### src/rtl/amplitude_selector.sv
`timescale 1ns/1ps
`default_nettype none
// ============================================================================
// Module      : amplitude_selector
// Description : DDS function generator; phase accumulator, 8-shape waveform
//               synthesis and power-of-two amplitude scaling.
// Revision    : 1.0 - initial release
// ============================================================================
module amplitude_selector #(
    parameter int ACC_W = 16,
    parameter int OUT_W = 8
) (
    output logic             cout4,
    input  logic [12:0]      sw,
    input  logic             clk,
    input  logic             init,
    output logic             cout5,
    output logic             cout6,
    output logic             cout7,
    output logic             cout0,
    output logic             cout1,
    output logic             cout2,
    output logic             cout3,
    output logic             freq_sel,
    output logic [OUT_W-1:0] wave,
    input  logic             rst
);

    localparam logic [7:0] C_MID = 8'd128;

    logic [ACC_W-1:0] r_acc;
    logic             r_freq_sel;
    logic [OUT_W-1:0] r_wave;

    logic [ACC_W:0]   w_sum;
    logic [7:0]       w_phase;
    logic [7:0]       w_inv;
    logic [5:0]       w_q;
    logic [5:0]       w_idx;
    logic             w_peak;
    logic [6:0]       w_lut;
    logic [6:0]       w_amp;
    logic [7:0]       w_sine;
    logic [7:0]       w_rect;
    logic [7:0]       w_raw;
    logic [7:0]       w_scaled;

    assign w_sum   = {1'b0, r_acc} + {{(ACC_W-7){1'b0}}, sw[7:0]};
    assign w_phase = r_acc[ACC_W-1 -: 8];
    assign w_inv   = ~w_phase;

    // Odd quadrants mirror the table (index 64-q); q=0 there is the crest,
    // which falls just outside the 64-entry table.
    assign w_q    = w_phase[5:0];
    assign w_idx  = w_phase[6] ? (6'd0 - w_q) : w_q;
    assign w_peak = w_phase[6] && (w_q == 6'd0);
    assign w_amp  = w_peak ? 7'd127 : w_lut;
    assign w_sine = w_phase[7] ? (C_MID - {1'b0, w_amp}) : (C_MID + {1'b0, w_amp});
    // |sine-128|*2 peaks at 254, so the clip to 255 never engages.
    assign w_rect = {w_amp, 1'b0};

    always_comb begin
        w_lut = 7'd0;
        case (w_idx)
            6'd0:  w_lut = 7'd0;   6'd1:  w_lut = 7'd3;   6'd2:  w_lut = 7'd6;   6'd3:  w_lut = 7'd9;
            6'd4:  w_lut = 7'd12;  6'd5:  w_lut = 7'd16;  6'd6:  w_lut = 7'd19;  6'd7:  w_lut = 7'd22;
            6'd8:  w_lut = 7'd25;  6'd9:  w_lut = 7'd28;  6'd10: w_lut = 7'd31;  6'd11: w_lut = 7'd34;
            6'd12: w_lut = 7'd37;  6'd13: w_lut = 7'd40;  6'd14: w_lut = 7'd43;  6'd15: w_lut = 7'd46;
            6'd16: w_lut = 7'd49;  6'd17: w_lut = 7'd51;  6'd18: w_lut = 7'd54;  6'd19: w_lut = 7'd57;
            6'd20: w_lut = 7'd60;  6'd21: w_lut = 7'd63;  6'd22: w_lut = 7'd65;  6'd23: w_lut = 7'd68;
            6'd24: w_lut = 7'd71;  6'd25: w_lut = 7'd73;  6'd26: w_lut = 7'd76;  6'd27: w_lut = 7'd78;
            6'd28: w_lut = 7'd81;  6'd29: w_lut = 7'd83;  6'd30: w_lut = 7'd85;  6'd31: w_lut = 7'd88;
            6'd32: w_lut = 7'd90;  6'd33: w_lut = 7'd92;  6'd34: w_lut = 7'd94;  6'd35: w_lut = 7'd96;
            6'd36: w_lut = 7'd98;  6'd37: w_lut = 7'd100; 6'd38: w_lut = 7'd102; 6'd39: w_lut = 7'd104;
            6'd40: w_lut = 7'd106; 6'd41: w_lut = 7'd107; 6'd42: w_lut = 7'd109; 6'd43: w_lut = 7'd111;
            6'd44: w_lut = 7'd112; 6'd45: w_lut = 7'd113; 6'd46: w_lut = 7'd115; 6'd47: w_lut = 7'd116;
            6'd48: w_lut = 7'd117; 6'd49: w_lut = 7'd118; 6'd50: w_lut = 7'd120; 6'd51: w_lut = 7'd121;
            6'd52: w_lut = 7'd122; 6'd53: w_lut = 7'd122; 6'd54: w_lut = 7'd123; 6'd55: w_lut = 7'd124;
            6'd56: w_lut = 7'd125; 6'd57: w_lut = 7'd125; 6'd58: w_lut = 7'd126; 6'd59: w_lut = 7'd126;
            6'd60: w_lut = 7'd126; 6'd61: w_lut = 7'd127; 6'd62: w_lut = 7'd127; 6'd63: w_lut = 7'd127;
            default: w_lut = 7'd0;
        endcase
    end

    always_comb begin
        w_raw = C_MID;
        case (sw[10:8])
            3'b000: w_raw = w_phase[7] ? 8'd0 : 8'd255;
            3'b001: w_raw = w_phase;
            3'b010: w_raw = w_phase[7] ? {w_inv[6:0], 1'b0} : {w_phase[6:0], 1'b0};
            3'b011: w_raw = w_inv;
            3'b100: w_raw = w_sine;
            3'b101: w_raw = w_rect;
            3'b110: w_raw = w_phase[7] ? C_MID : w_sine;
            3'b111: w_raw = C_MID;
            default: w_raw = C_MID;
        endcase
    end

    assign w_scaled = w_raw >> sw[12:11];

    always_ff @(posedge clk or negedge rst) begin
        if (!rst) begin
            r_acc      <= '0;
            r_freq_sel <= 1'b0;
            r_wave     <= '0;
        end else begin
            if (init) begin
                r_acc      <= w_sum[ACC_W-1:0];
                r_freq_sel <= w_sum[ACC_W];
            end else begin
                r_freq_sel <= 1'b0;
            end
            r_wave <= OUT_W'(w_scaled);
        end
    end

    assign {cout7, cout6, cout5, cout4, cout3, cout2, cout1, cout0} = w_phase;
    assign freq_sel = r_freq_sel;
    assign wave     = r_wave;

endmodule
`default_nettype wire

### config.mk
export PLATFORM = sky130hd
export DESIGN_NAME = amplitude_selector
export DESIGN_NICKNAME = d
export VERILOG_FILES = /design/src/rtl/amplitude_selector.sv
export SDC_FILE = /design/constraint.sdc
export NUM_CORES = 1
export LEC_CHECK = 0
export ABC_AREA = 1
export CORE_MARGIN = 5
export CORE_UTILIZATION = 45
export DETAILED_ROUTE_END_ITERATION = 8
export DONT_BUFFER_PORTS = 1
export PLACE_DENSITY = 0.6
export SYNTH_ARGS = -nofsm -noshare
export SYNTH_HDL_FRONTEND = slang
export SYNTH_SLANG_ARGS = --single-unit
### constraint.sdc
create_clock -name clk -period 7.2 [get_ports clk]
set_input_delay 0.72 -clock clk [delete_from_list [all_inputs] [get_ports clk]]
set_output_delay 0.72 -clock clk [all_outputs]
set_load 0.03 [all_outputs]
* Word level (Yosys, flattened, before mapping)
Memories as Yosys holds them, arrays and structs flattened. Cells that the tools add are included.
Storage, ports and cells: logic and storage cells 28, bits of input ports 16, output and inout port bits 17, memory bits (writable) 0, bits in registers 25, memories kept 1, ROM bits 448, latch bits 0
Memory list:
- (name not given) | words 64, width 7, rd ports 1, clocked after Yosys merged registers in 0, wr ports 0, line 64 | case (w_idx)
Operators by class: shift operators 1, magnitude comparators 0, multiplexer cells 8, $mul 0, add/subtract/negate cells 4, divide/modulo/power cells 0, eq/ne operators 7, bitwise logic cells 1, reductions and logical operators 3
Operators with widths (number):
- $pmux 8 s8 | 1
- $mux 8 | 4
- $add 16x8->17 | 1
- $eq 3x3->1 const B | 4
- $add 8x7->8 const A | 1
- $not 8->8 | 1
- $shr 8x2->8 | 1
- $sub 8x7->8 const A | 1
- $mux 7 | 1
- $eq 3x2->1 const B | 2
- $logic_not 6->1 | 1
- $mux 6 | 1
- $sub 1x6->6 const A | 1
- $eq 3x1->1 const B | 1
- $logic_not 3->1 | 1
- $logic_and 1x1->1 | 1
- $mux 1 | 1

* Logic depth before layout (Yosys ltp)
An unclocked memory read counts as a cell.
word-level depth 9, mapped depth 28, mapped depth without buffers 28

* Least setup slack after synthesis
OpenSTA, ideal clock, no wires.
path kind register to register, from register r_acc[8], to register r_wave[2] (netlist: wave[2]), path slack 3901 ps, stages on the path, launching flop included 24, buffers on the path 0, arrival 3181 ps, required time 7082 ps, cells stage by stage dfrtp_1 > inv_2 > ha_1 > nand2_1 > inv_1 > nor2_2 > inv_1 > ha_1 > inv_1 > nand2_1 > nand3_1 > inv_1 > nand3_1 > nand2_1 > o21ai_1 > nand3_2 > nor2_4 > nor2_1 > nand2_1 > a21oi_1 > nor3_1 > nand3_1 > nand3_1 > nand2_1
Between the ends: word-level cells in the longest chain between the ends 9, elaborated cells between the ends (all ways) 14, classes of those cells add/sub (3); shift (1); mux (6); bitwise (1); reduce/logical (2); memory (1)
Ends and longest elaborated chain:
- start: declaration | line 31 | logic [ACC_W-1:0] r_acc;
- start signal: assignment | line 109 | r_acc <= w_sum[ACC_W-1:0];
- $sub 1x6->6 | line 55 | assign w_idx = w_phase[6] ? (6'd0 - w_q) : w_q;
- $mux 6 | line 55
- $mem_v2 64x7
- $mux 7 | line 57 | assign w_amp = w_peak ? 7'd127 : w_lut;
- $add 8x7->8 or $sub 8x7->8 (tied branches) | line 58 | assign w_sine = w_phase[7] ? (C_MID - {1'b0, w_amp}) : (C_MID + {1'b0, w_amp});
- $mux 8 | line 58
- $mux 8 | line 94 | 3'b110: w_raw = w_phase[7] ? C_MID : w_sine;
- $pmux 8 s8 * | line 87 | case (sw[10:8])
- $shr 8x2->8 * | line 100 | assign w_scaled = w_raw >> sw[12:11];
- named net w_scaled[2] | line 46 | logic [7:0] w_scaled;
- end signal: assignment | line 114 | r_wave <= OUT_W'(w_scaled);
- end: declaration | line 33 | logic [OUT_W-1:0] r_wave;
Mark *: on every way through the listed nets, which the timed path passes. The rest lies on a longest branch. A chain may end at the register's enable or synchronous reset.

* Worst setup path in the final report
Same ends and word-level chain as after synthesis.

==> metrics.yaml <==
status: "finished clean"
num_vias: 2804
rr_startpoint: "r_acc[8]"
ff2ff_setup_slack_ps: 3280
hpwl_mm: 5.65
synth_edf_count: 0
finClkSkew_ps: 17.4
grt_max_degree: 26
num_rows: 29
ios: 33
dr.pass1.iters: 4
rsz0062_at_grt: "false"
crit_start: "r_acc[8]"
grt-ovfl-total: 0
hp-class: "primary input to asynchronous set/reset pin"
synth_top_family_by_area: "simple AND/OR/NAND/NOR gates"
synthesis.nets: 477
synth_compound_area_frac: 0.110
crit_arrival_ps: 4080
drive_gt1_frac: 0.0897
core_mm2: 0.00628
grt_use_total: 0.187
gp_congestion: 0.903
ctsResizeCount: 0
netlist_area_mm2: 0.00287
power-per-cell-area_mw_per_mm2: 532
syn_to_final_growth_pct: 1.96
via_per_inst: 5.48
cts_buffer_depth: 2
clock_latency_ps: 280
syn-mean-instance-area_um2: 6.47
fp.dieH_um: 89.8
tns_ps: 0
crit_required_ps: 7360
clkSlewWorstSetupHoldPaths_ps: 100
tightest_slew_ps: 812
synth_cell_types: 40
start_util: 0.457
drc_errors: 0
leakage_nw: 1.54
postCtsHoldBufs: 0
finalCritPeriodShare: 0.544
die_area_mm2: 0.00807
antenna_left: 0
synthAdderAreaFrac: 0.0812
clockRootBuffer: "clkbuf_8"
die_w_um: 89.8
antenna_found_initial: 0
synth_seq_area_share: 0.218
mostFrequentLayoutCells: "144 x nand2_1, 47 x nand3_1, 42 x inv_1"
final_common_cell: "nand2_1"
portBuffers: 0
antenna_cells: 0
synth-xor-area-share: 0.0458
criticalPathCategory: "flop to flop"
synth_seq_cells: 25
nNetsFinal: 470
cts_buffers: 3
cts.sinks: 25
fmax_mhz: 255
synth_mux_area_frac: 0
cap_violations: 0
syn_inst: 443
ys.flop_type: "dfrtp_1"
hold_viol_final: 0
setup_violations: 0
yosys.area_share.simple: 0.451
startpoint_type: "flop"
drt_iter0_markers: 183
report.final.slew_viol_count: 0
ir_drop_uv: 316
grt_first_pass_wirelength_mm: 13.0
cp_max_fo: 12
ys_async_sr_fraction: 1.00
slew_headroom: 0.455
post-cts-setup-buffers: 0
fin_crit_ps: 3920
endpoint_kind: "flop"
yosysWarnings: 0
utilization: 0.466
grt_pass1_vias: 2736
h-tree-depth: 1
cts_tree: "yes"
totalWireLength_mm: 7.21
wl_per_cell_um: 14.1
==> final timing paths <==
path | end | cells after the start
setup reg to reg | wave[2] | 23
hold / removal | r_acc[5] | 0
max in group asynchronous | wave[7] | 0
min in group clk | r_acc[0] | 2
hold reg to reg | r_acc[0] | 2
setup / recovery | wave[2] | 23
==> cell usage after synthesis, drive strengths merged, types with 2 or more instances <==
library cell | instances | area (um^2)
dfrtp | 25 | 626
nand3 | 61 | 383
a221oi | 2 | 17.5
o211ai | 4 | 30.0
a21oi | 19 | 103
o21ai | 20 | 100
inv | 47 | 179
nor3 | 7 | 35.0
buf | 11 | 85.1
nand4 | 12 | 75.1
xnor2 | 3 | 26.3
nand2 | 153 | 617
ha | 17 | 213
nor4 | 2 | 12.5
nor2 | 36 | 158
xor2 | 12 | 105
==> flip-flops by register name, indices dropped and copies added, names as in the netlist <==
register	count
freq_sel	1
r_acc	16
wave	8
==> report_power, final <==
group	total [mW]	switching [mW]	internal (mW)
combinational	1.15	0.761	0.386
clock	0.0856	0.0464	0.0392
sequential	0.322	0.134	0.189
total	1.56	0.941	0.615
==> kinds of logic (layout without fill, tap and decap cells) <==
kind of cell,Yosys count,count (layout)
AOI/OAI and AO/OA,53,53
xor gates and xnor gates,15,15
adders and majority gates,18,18
buffers and inverters,59,51
DFF,25,25
and+or+nand+nor,273,273
==> per-stage QoR <==
stage               area (um^2)  setup slack, ps  hold slack [ps]  std cells  total power, mW
global route               2920             2840              101        512             1.75
floorplan                  2870             3900              424        443             1.27
global placement           2880             3470              425        508             1.46
finish                     2920             3280              123        512             1.56
detailed placement         2880             3350              425        508             1.46
CTS                        2920             3300              116        512             1.56
==> metal layers <==
layer,share of wire,routed length (um),track usage,vias up
li1,-,-,-,1445
met1,0.46,3310,0.241,1283
met2,0.48,3440,0.313,60
met3,0.040,288,0.0326,16
met4,0.024,176,0.0642,0
met5,0,0,0,-
==> layout make-up <==
type	count	area, um^2
tap	77	96.3
inverter	47	179
multi-input combinational	359	1970
clock buffer	3	41.3
clock inverter	1	7.51
fill	672	3350
sequential	25	626
==> critical path, stage by stage, from the launching register on <==
cell and delay [ps]:
dfrtp_1 800, inv_2 260, ha_1 350, nand2_1 60, inv_1 60, nor2_2 250
inv_1 120, ha_1 240, inv_1 80, nand2_1 70, nand3_1 110, inv_1 50
nand3_1 60, nand2_1 50, o21ai_1 130, nand3_2 170, nor2_4 190, nor2_1 50
nand2_1 70, a21oi_1 60, nor3_1 270, nand3_1 140, nand3_1 90, nand2_1 50
Note: power is estimated with default switching activity, not from simulation.
